**src/rtl/reg_writeback.sv**
```systemverilog
// reg_writeback: sole register-file writer, merging the execute pipeline and a buffered
// long-latency unit onto one write port, with a pending-write scoreboard for decode.
module reg_writeback #(
    parameter int XLEN       = 32,
    parameter int NREG       = 32,
    parameter int AW         = 5,
    parameter int DEPTH      = 4,
    parameter int STARVE_MAX = 7
) (
    input  logic            clk,
    input  logic            rst,
    input  logic            ex_valid,
    input  logic [AW-1:0]   ex_rd,
    input  logic [XLEN-1:0] ex_data,
    output logic            ex_stall,
    input  logic            lu_valid,
    output logic            lu_ready,
    input  logic [AW-1:0]   lu_rd,
    input  logic [XLEN-1:0] lu_data,
    input  logic            iss_valid,
    input  logic [AW-1:0]   iss_rd,
    output logic [NREG-1:0] pend,
    output logic            we,
    output logic [AW-1:0]   waddr,
    output logic [XLEN-1:0] wdata
);
    localparam int AF = $clog2(DEPTH) + 1;
    localparam int CW = $clog2(STARVE_MAX + 1);

    logic [AW-1:0]   f_rd   [DEPTH];
    logic [XLEN-1:0] f_data [DEPTH];
    logic [AF-1:0]   wp, rp;
    logic [CW-1:0]   cnt, cnt_next;
    logic            empty, full, push, ex_win, fifo_win, win, starve;
    logic [AW-1:0]   win_rd;
    logic [XLEN-1:0] win_data;
    logic [NREG-1:0] set_m, clr_m;

    assign empty    = wp == rp;
    assign full     = (wp[AF-1] != rp[AF-1]) && (wp[AF-2:0] == rp[AF-2:0]);
    assign lu_ready = !rst && !full;
    assign push     = lu_valid && lu_ready;
    // A forced stall hands the port to the FIFO head; otherwise ex always wins.
    assign fifo_win = !empty && (ex_stall || !ex_valid);
    assign ex_win   = ex_valid && !ex_stall;
    assign win      = fifo_win || ex_win;
    assign win_rd   = fifo_win ? f_rd[rp[AF-2:0]] : ex_rd;
    assign win_data = fifo_win ? f_data[rp[AF-2:0]] : ex_data;

    always_comb begin
        cnt_next = (!empty && ex_win) ? cnt + 1'b1 : '0;
        starve   = cnt_next == CW'(STARVE_MAX);
        set_m    = (iss_valid && iss_rd != '0) ? NREG'(1) << iss_rd : '0;
        clr_m    = fifo_win ? NREG'(1) << f_rd[rp[AF-2:0]] : '0;
    end

    always_ff @(posedge clk) begin
        if (push) begin
            f_rd[wp[AF-2:0]]   <= lu_rd;
            f_data[wp[AF-2:0]] <= lu_data;
        end
    end

    always_ff @(posedge clk) begin
        if (rst) begin
            wp       <= '0;
            rp       <= '0;
            cnt      <= '0;
            ex_stall <= 1'b0;
            pend     <= '0;
            we       <= 1'b0;
            waddr    <= '0;
            wdata    <= '0;
        end else begin
            if (push) wp <= wp + 1'b1;
            if (fifo_win) rp <= rp + 1'b1;
            cnt      <= starve ? '0 : cnt_next;
            ex_stall <= starve;
            // A newer issue to the same register outranks the retiring write.
            pend     <= ((pend & ~clr_m) | set_m) & ~NREG'(1);
            we       <= win && win_rd != '0;
            if (win) begin
                waddr <= win_rd;
                wdata <= win_data;
            end
        end
    end
endmodule

```
**config.mk**
```make
export PLATFORM = sky130hd
export DESIGN_NAME = reg_writeback
export DESIGN_NICKNAME = d
export VERILOG_FILES = /design/src/rtl/reg_writeback.sv
export SDC_FILE = /design/constraint.sdc
export NUM_CORES = 1
export LEC_CHECK = 0
export ABC_AREA = 0
export BUFFER_PORTS_ARGS = -buffer_cell sky130_fd_sc_hd__clkbuf_2
export CORE_ASPECT_RATIO = 0.5
export CORE_MARGIN = 3
export CORE_UTILIZATION = 50
export DETAILED_ROUTE_END_ITERATION = 16
export GPL_TIMING_DRIVEN = 0
export HOLD_SLACK_MARGIN = 0.15
export PLACE_DENSITY = 0.75
export SYNTH_ARGS = -nofsm -noshare
export SYNTH_HDL_FRONTEND = slang
export SYNTH_SLANG_ARGS = --single-unit
```
**constraint.sdc**
```tcl
create_clock -name clk -period 2.3 [get_ports clk]
set_input_delay 0.23 -clock clk [delete_from_list [all_inputs] [get_ports clk]]
set_output_delay 0.23 -clock clk [all_outputs]
set_load 0.05 [all_outputs]
```
==> results of run 1 <==
==> logic make-up after synthesis <==
logic type	after synthesis	synth area share [%]
fa+ha+maj	6	0.842
simple gates	149	7.65
mux	75	13.6
buf+inv	41	2.05
flops	229	68.1
xor+xnor	7	0.688
other cells	1	0.0421
compound gates	79	7.06
==> metrics by stage <==
stage,instance area (sq um),cells,utilization [%]
after CTS,11500,1085,67.8
final,11500,1089,68.1
after global routing,11500,1089,68.1
after floorplan,8920,587,-
after detailed placement,9970,968,58.9
after global placement,9970,968,58.9
==> cell type report <==
cell class / count / area, sq um
inverters: 5 / 18.8
repair buffers: 235 / 1580
clock inverters: 11 / 161
multi-input cells: 321 / 2730
fillers: 1171 / 5400
clock buffers: 25 / 529
plain buffers: 36 / 166
flip-flops and latches: 229 / 6070
well taps: 227 / 284
==> flip-flops by register name, summed over array words and instances, names as in the netlist, named ones only <==
register	flops
rp	3
waddr	5
cnt	3
f_data	128
wdata	32
ex_stall	1
we	1
wp	3
pend	31
f_rd	20
==> worst max-delay path, stage by stage (launching register included) <==
cell	delay (ns)
dfxtp_1	0.39
xor2_1	0.41
nor2_1	0.14
a21oi_1	0.17
clkbuf_2	0.30
==> worst min path at each step <==
stage | cells past startpoint | end | slack (ns) | from
floorplan | 0 | f_data[0][0] | 0.33 | lu_data[0]
global route | 3 | cnt[0] | 0.23 | rst
detailed placement | 1 | cnt[0] | 0.44 | cnt[0]
finish | 3 | cnt[0] | 0.21 | rst
global placement | 1 | cnt[0] | 0.43 | cnt[0]
CTS | 3 | cnt[0] | 0.19 | rst
==> layer usage <==
layer	GRT usage [%]	wire, microns	vias up
li1	-	-	2800
met1	30.1	9590	3122
met2	39.5	11200	265
met3	3.76	1570	42
met4	5.97	479	0
met5	0	0	-
==> where the power goes <==
part,switching (uW),leakage (uW),internal [uW],total (uW)
clock,1470,0.000336,2090,3560
combinational,1290,0.00218,844,2140
sequential,92.3,0.00201,4560,4660
total,2860,0.00453,7500,10400
==> layout by cell type, fill, tap and decap left out, drive strengths merged, types with 5 or more instances in the layout <==
cell type,netlist,routed
mux2i,38,38
ha,6,6
and2,4,8
a211oi,37,37
clkinv,0,7
inv,5,5
clkbuf,22,201
buf,14,14
edfxtp,148,148
o311ai,32,32
nor2,47,47
dlygate4sd3,0,81
nand2,69,69
mux4,37,37
dfxtp,81,81
==> repair_timing <==
| item | in CTS | in global routing |
|---|---|---|
| hold buffers | 81 | 0 |
| gates resized for setup | 0 | 15 |
| gates cloned | 0 | 4 |
| setup endpoints to repair | 148 | 154 |
| endpoints found under the hold margin | 205 | 0 |
| pin swaps | 0 | 4 |
==> results.cfg, run 1 <==
[outcome]
status = completed

[global_routing]
grt_pass1_vias = 6297
antenna_found_initial = 0
gr-usage-all-layers_pct = 22.6
grt_overflow = 0
grt_max_degree = 38
grt_pass1_wl_mm = 34.6

[critical_path]
r2r_end = waddr[1]
reg2regPathDepth = 6
cp_data_arrival_time_ns = 1.92
worst_setup_path_end_kind = output port
crit_start = wp[1]
crit_required_ns = 2.07
cp-endpoint = lu_ready
r2r-start = wp[0]
cp-start-kind = flop
crit_type = flop to output port
worstPathMaxFanout = 5
ff2ff_setup_slack_ns = 0.15

[logic_synthesis]
synth_largest_area_cell = edfxtp_1
ys_seq_elements = 229
netlist.area_leader.share_pct = 49.9
yosys-top-cells-area = edfxtp_1 50%, dfxtp_1 18%, mux4_2 9.3%, mux2i_1 4.3%, a211oi_1 3.1%
syn-num-nets = 677
synth_most_common_cell = edfxtp_1
synth_seq_area_share_pct = 68.1
synth_edf_count = 148
synthArstFlopShare_pct = 0
synth_common_cells = 148 x edfxtp_1, 81 x dfxtp_1, 69 x nand2_1, 47 x nor2_1, 38 x mux2i_1
synth_ff_type = edfxtp_1
ys_types = 47
synth.avg_cell_area_sq_um = 15.2
netlist_instances = 587
netlist_area_sq_um = 8910
yosys_warnings = 0

[final_layout]
num-nets-final = 938
area_delta_synth_final_pct = 29.4
drive_gt1_share_pct = 28.8
diodes = 0

[place]
post-place-ws_ns = -0.271
port-buffer-count = 154
place_congestion = 0.823
hpwl_mm = 13.8

[power]
p_per_area_nw_per_um2 = 898
finalPower_uw = 10400
p_leak_uw = 0.00453
ir_drop_v = 0.000504

[floorplanning]
ioPinCount = 156
core_sq_um = 16900
dieWidth_microns = 195
dieArea_sq_um = 19600
fp.dieH_microns = 100
num_rows = 33
start_util_pct = 52.7

[job]
maxCapViolCount = 0

[cts]
cts_root_buffer = clkbuf_16
numCtsBuffers = 20
path_clk_slew_ns = 0.06
cts_tree = yes
cts.sinks = 229
ctsLongestPathBuffers = 3
post_cts_buffers = 0
cts_max_level = 1
clock_latency_ns = 0.50

[drt]
wl_mm = 22.8
wl_per_cell_microns = 20.9
ant_nets = 0
vias_per_cell = 5.72
vias = 6229
drtIter0Drc = 450
first_pass_iters = 5
drc = 0

[timing]
setup_slack_ns = 0.148
worst_hold_slack_ns = 0.211
finalMaxSlewViolations = 0
tns_ns = 0
layout_min_cycle_time_ns = 2.15
period_share_pct = 93.6
slew_headroom_pct = 20.8
hold_violations = 0
rsz0062_at_grt = false
max_freq_mhz = 465
fin_skew_ns = 0.0129
finalSetupViolCount = 0
tightest_slew_ns = 1.17

[min_path]
hold_class = input port to flop
Note: power is estimated with default switching activity, not from simulation.
==> inputs of run 2 (changes only) <==
--- a/config.mk
+++ b/config.mk
@@ -9,11 +9,13 @@
 export BUFFER_PORTS_ARGS = -buffer_cell sky130_fd_sc_hd__clkbuf_2
 export CORE_ASPECT_RATIO = 0.5
 export CORE_MARGIN = 3
-export CORE_UTILIZATION = 50
+export CORE_UTILIZATION = 52
+export CTS_BUF_LIST = sky130_fd_sc_hd__clkbuf_8
 export DETAILED_ROUTE_END_ITERATION = 16
 export GPL_TIMING_DRIVEN = 0
 export HOLD_SLACK_MARGIN = 0.15
-export PLACE_DENSITY = 0.75
+export MAX_ROUTING_LAYER = met4
+export PLACE_DENSITY = 0.78
 export SYNTH_ARGS = -nofsm -noshare
 export SYNTH_HDL_FRONTEND = slang
 export SYNTH_SLANG_ARGS = --single-unit
==> run 2 against run 1 <==
Effect of this change: sequential cell count did not move; hold slack got worse by 0.034 ns; critical endpoint is now f_data[0][29]; global-route usage rose by 1.5 points; non-clock buffer count rose by 2; wire length fell by 3.8%; count of clock-buffer cells in the layout rose by 8; cell area fell by 0.68%; critical path depth fell by 1; first-iteration DRC count fell by 26%; total power fell by 4.1%; critical path type is now flop to flop; maximum frequency fell by 2.1%; largest power group unchanged.
==> results.cfg, run 2 (synthesized netlist as in run 1, its figures left out) <==
[outcome]
status = completed

[global_routing]
grt_max_degree = 38
gr-usage-all-layers_pct = 24.1
use_met2_pct = 39.7
grt_pass1_wl_mm = 34.2
met1_usage_pct = 31.6
antenna_found_initial = 0
grt_overflow = 0
grt_use_met3_pct = 4.44
grt.busiest_layer = met2
grt_pass1_vias = 6343

[place]
dp_cells = 968
post-place-ws_ns = -0.284
place_congestion = 0.847
port-buffer-count = 154
place_area_sq_um = 9970
hpwl_mm = 13.5

[cts]
cts_max_level = 1
post_cts_buffers = 0
numCtsBuffers = 31
cts.sinks = 229
cts_tree = yes
clock_latency_ns = 0.59
path_clk_slew_ns = 0.07
cts_root_buffer = clkbuf_8
ctsLongestPathBuffers = 3

[power]
finalPower_uw = 9930
p_per_area_nw_per_um2 = 867
ir_drop_v = 0.000466
p_leak_uw = 0.00453

[final_layout]
area_delta_synth_final_pct = 28.5
num-nets-final = 947
fillers = 1141
final_common_cell = clkbuf_2
design_area_sq_um = 11500
diodes = 0
largest_reg_flops = 128
final_cell_mix = 155 x clkbuf_2, 148 x edfxtp_1, 83 x dlygate4sd3_1, 81 x dfxtp_1, 69 x nand2_1
final_cells = 1109
drive_gt1_share_pct = 29.7

[critical_path]
crit_required_ns = 2.51
cp-endpoint = f_data[0][29]
max_stage_delay_ns = 0.59
r2r-start = wp[0]
worstPathMaxFanout = 37
cpMaxStageDelayCell = and2_4
cp-start-kind = flop
crit_chain = xor2_2 > o311a_1 > and2_4
cp.depth = 3
cp_data_arrival_time_ns = 2.41
worst_setup_path_end_kind = flop
reg2regPathDepth = 3
crit_type = flop to flop
crit_family = simple AND/OR/NAND/NOR gates
path_buf_inv = 0
ff2ff_setup_slack_ns = 0.10
r2r_end = f_data[0][29]
crit_start = wp[0]

[floorplanning]
dieWidth_microns = 191
fp.dieH_microns = 98.6
ioPinCount = 156
core_sq_um = 16600
dieArea_sq_um = 18800
num_rows = 33
start_util_pct = 53.7

[timing]
rsz0062_at_grt = true
max_freq_mhz = 455
finalSetupViolCount = 0
layout_min_cycle_time_ns = 2.20
period_share_pct = 95.6
setup_slack_ns = 0.102
worst_hold_slack_ns = 0.177
fin_skew_ns = 0.0238
tightest_slew_ns = 1.31
finalMaxSlewViolations = 0
hold_violations = 0
slew_headroom_pct = 11.8

[job]
maxCapViolCount = 0

[drt]
wl_per_cell_microns = 19.8
first_pass_iters = 5
wl_mm = 21.9
drc = 0
vias_per_cell = 5.57
vias = 6174
drtIter0Drc = 331
ant_nets = 0

[min_path]
hold_class = input port to flop
## run 2: tightest hold or removal path: stages
cell and delay, ns:
clkbuf_2 0.10, nor4b_1 0.23, nand2_1 0.10, nand2_1 0.04
## run 2: stage by stage
stage,TNS [ns],util (%)
2_1_floorplan,0,-
3_3_place_gp,-24.80,60.1
3_5_place_dp,-37.49,60.1
4_1_cts,0,68.9
5_1_grt,-0.0715,69.0
6_report,0,69.0
## run 2: how the worst min path moves through the flow
stage / startpoint / end / slack, ns / cells after the start
floorplan: lu_data[0] / f_data[0][0] / 0.33 / 0
global placement: cnt[0] / cnt[0] / 0.43 / 1
detailed placement: cnt[0] / cnt[0] / 0.45 / 1
CTS: iss_valid / pend[2] / 0.15 / 4
global route: iss_valid / pend[5] / 0.18 / 4
finish: iss_valid / pend[5] / 0.18 / 4
## run 2: timing repair
action / CTS / global route
endpoints found under the setup margin: 149 / 40
hold buffers: 83 / 0
resized for setup: 5 / 5
endpoints found under the hold margin: 214 / 0
## run 2: routing by layer
metal  part of all wire (%)  vias up
li1                       -     2830
met2                     49      233
met1                     43     3076
met3                    6.3       35
met4                    1.9        0
met5                      0        -
## run 2: power breakdown
| part | switching, uW | leakage, uW | internal (uW) |
|---|---|---|---|
| clock | 1570 | 0.000354 | 1580 |
| combinational | 1290 | 0.00217 | 840 |
| sequential | 92.7 | 0.00201 | 4560 |
| total | 2950 | 0.00453 | 6980 |
## run 2: layout make-up
| type | instances | area (sq um) | share of cell area, % |
|---|---|---|---|
| clock buffer | 33 | 454 | 3.97 |
| multi-input combinational | 317 | 2690 | 23.5 |
| buffer | 36 | 165 | 1.44 |
| tap | 227 | 284 | 2.48 |
| timing repair buffer | 237 | 1600 | 14.0 |
| inverter | 5 | 18.8 | 0.164 |
| sequential | 229 | 6070 | 53.0 |
| clock inverter | 25 | 173 | 1.51 |
==> inputs of run 3 (changes only) <==
--- a/config.mk
+++ b/config.mk
@@ -10,12 +10,13 @@
 export CORE_ASPECT_RATIO = 0.5
 export CORE_MARGIN = 3
 export CORE_UTILIZATION = 52
-export CTS_BUF_LIST = sky130_fd_sc_hd__clkbuf_8
+export CTS_BUF_LIST = sky130_fd_sc_hd__clkbuf_4
 export DETAILED_ROUTE_END_ITERATION = 16
 export GPL_TIMING_DRIVEN = 0
 export HOLD_SLACK_MARGIN = 0.15
 export MAX_ROUTING_LAYER = met4
 export PLACE_DENSITY = 0.78
+export SLEW_MARGIN = 20
 export SYNTH_ARGS = -nofsm -noshare
 export SYNTH_HDL_FRONTEND = slang
 export SYNTH_SLANG_ARGS = --single-unit
==> run 3 against run 2 <==
Effect of this change: non-clock buffer count rose by 2; highest routed layer unchanged; core utilization rose by 0.70 points; hold slack improved by 0.052 ns; cell count rose by 4.1%; global-route usage rose by 0.66 points; maximum frequency barely moved; sequential power barely moved; sequential share of layout area fell by 0.52 points.
==> results.cfg, run 3 (synthesized netlist as in run 1, its figures left out) <==
[cts]
post_cts_buffers = 0
cts_max_level = 2
cts_root_buffer = clkbuf_4
cts.sinks = 229
clock_latency_ns = 0.65
path_clk_slew_ns = 0.07
numCtsBuffers = 51
cts_tree = yes
ctsLongestPathBuffers = 3

[global_routing]
antenna_found_initial = 1
grt_pass1_vias = 6479
gr-usage-all-layers_pct = 24.7
grt_max_degree = 38
grt_pass1_wl_mm = 35.0
grt_overflow = 0

[place]
port-buffer-count = 154
post-place-ws_ns = -0.303
place_congestion = 0.847
hpwl_mm = 13.6
place_area_sq_um = 9980
dp_cells = 968

[drt]
vias = 6335
wl_per_cell_microns = 19.3
drc = 0
first_pass_iters = 8
drtIter0Drc = 338
ant_nets = 0
wl_mm = 22.3
vias_per_cell = 5.49

[final_layout]
drive_gt1_share_pct = 33.0
final_cell_mix = 155 x clkbuf_2, 148 x edfxtp_1, 87 x clkbuf_4, 85 x dlygate4sd3_1, 80 x dfxtp_1
design_area_sq_um = 11600
area_delta_synth_final_pct = 29.8
largest_reg_flops = 128
final_common_cell = clkbuf_2
final_cells = 1154
num-nets-final = 969

[floorplanning]
fp.dieH_microns = 98.6
num_rows = 33
dieArea_sq_um = 18800
dieWidth_microns = 191
core_sq_um = 16600
start_util_pct = 53.7
ioPinCount = 156

[critical_path]
cp_data_arrival_time_ns = 2.71
crit_type = flop to flop
worstPathMaxFanout = 10
crit_required_ns = 2.82
cp-start-kind = flop
worst_setup_path_end_kind = flop

[timing]
tns_ns = 0
tightest_slew_ns = 0.821
finalMaxSlewViolations = 0
finalSetupViolCount = 0
setup_slack_ns = 0.102
max_freq_mhz = 455
period_share_pct = 95.6
layout_min_cycle_time_ns = 2.20
rsz0062_at_grt = false
fin_skew_ns = 0.0446
hold_violations = 0
slew_headroom_pct = 44.4

[min_path]
hold_class = input port to flop

[power]
finalPower_uw = 10100
p_per_area_nw_per_um2 = 869
ir_drop_v = 0.000406
p_leak_uw = 0.00461

[job]
maxCapViolCount = 0

[outcome]
status = completed
==> run 3: cell count changes in the layout (fill, tap and decap cells not counted), sizes merged <==
cell | previous run | this run
clkbuf | 209 | 262
clkinv | 16 | 9
inv | 12 | 5
diode | 0 | 5
bufinv | 2 | 0
dlygate4sd3 | 83 | 85
clkinvlp | 0 | 1
==> run 3: metal layers <==
layer / vias to the layer above / GRT usage [%] / routed length [microns]
li1: 2910 / - / -
met4: 0 / 5.52 / 303
met5: - / - / 0
met3: 29 / 5.01 / 1770
met2: 273 / 40.1 / 10900
met1: 3123 / 32.8 / 9320
==> run 3: timing repair <==
item                       4_1_cts  5_1_grt
pin swaps                        1        0
hold endpoints to repair       223        0
hold buffers                    85        0
gates resized for setup          3       10
setup endpoints to repair      149      121
==> run 3: path summary, 6_finish.rpt <==
path / from / end / slack (ns) / depth (start not counted)
max: flop / pend[19] / 0.10 / 6
min reg2reg: cnt[0] / cnt[0] / 0.47 / 1
min: iss_valid / pend[11] / 0.23 / 5
max reg2reg: flop / pend[19] / 0.10 / 6
==> run 3: final cells by class <==
class                           instances  area [sq um]
Timing Repair Buffer                  239          1620
Multi-Input combinational cell        317          2710
Sequential cell                       229          6070
Inverter                                5          18.8
Buffer                                 36           165
Tap cell                              227           284
Antenna cell                            5          12.5
Clock buffer                           86           646
Clock inverter                         10          46.3
Fill cell                            1152          5030
==> run 3: report_power, final <==
group,total (uW),internal [uW],switching (uW)
logic,2130,846,1290
registers,4660,4560,98.6
clock network,3260,1690,1580
total,10100,7100,2960
==> run 3: critical path, stage by stage, from the launching register on <==
cell and delay [ns]:
dfxtp_1 0.33, buf_6 0.18, mux4_2 0.59, or2_0 0.24, clkbuf_1 0.24, o311ai_0 0.42
nand2_1 0.09
==> run 3: through the flow <==
| step | hold slack, ns | utilization [%] |
|---|---|---|
| CTS | 0.188 | 69.5 |
| global route | 0.233 | 69.7 |
| detailed placement | 0.452 | 60.1 |
| floorplan | 0.329 | - |
| global placement | 0.434 | 60.1 |
| finish | 0.229 | 69.7 |
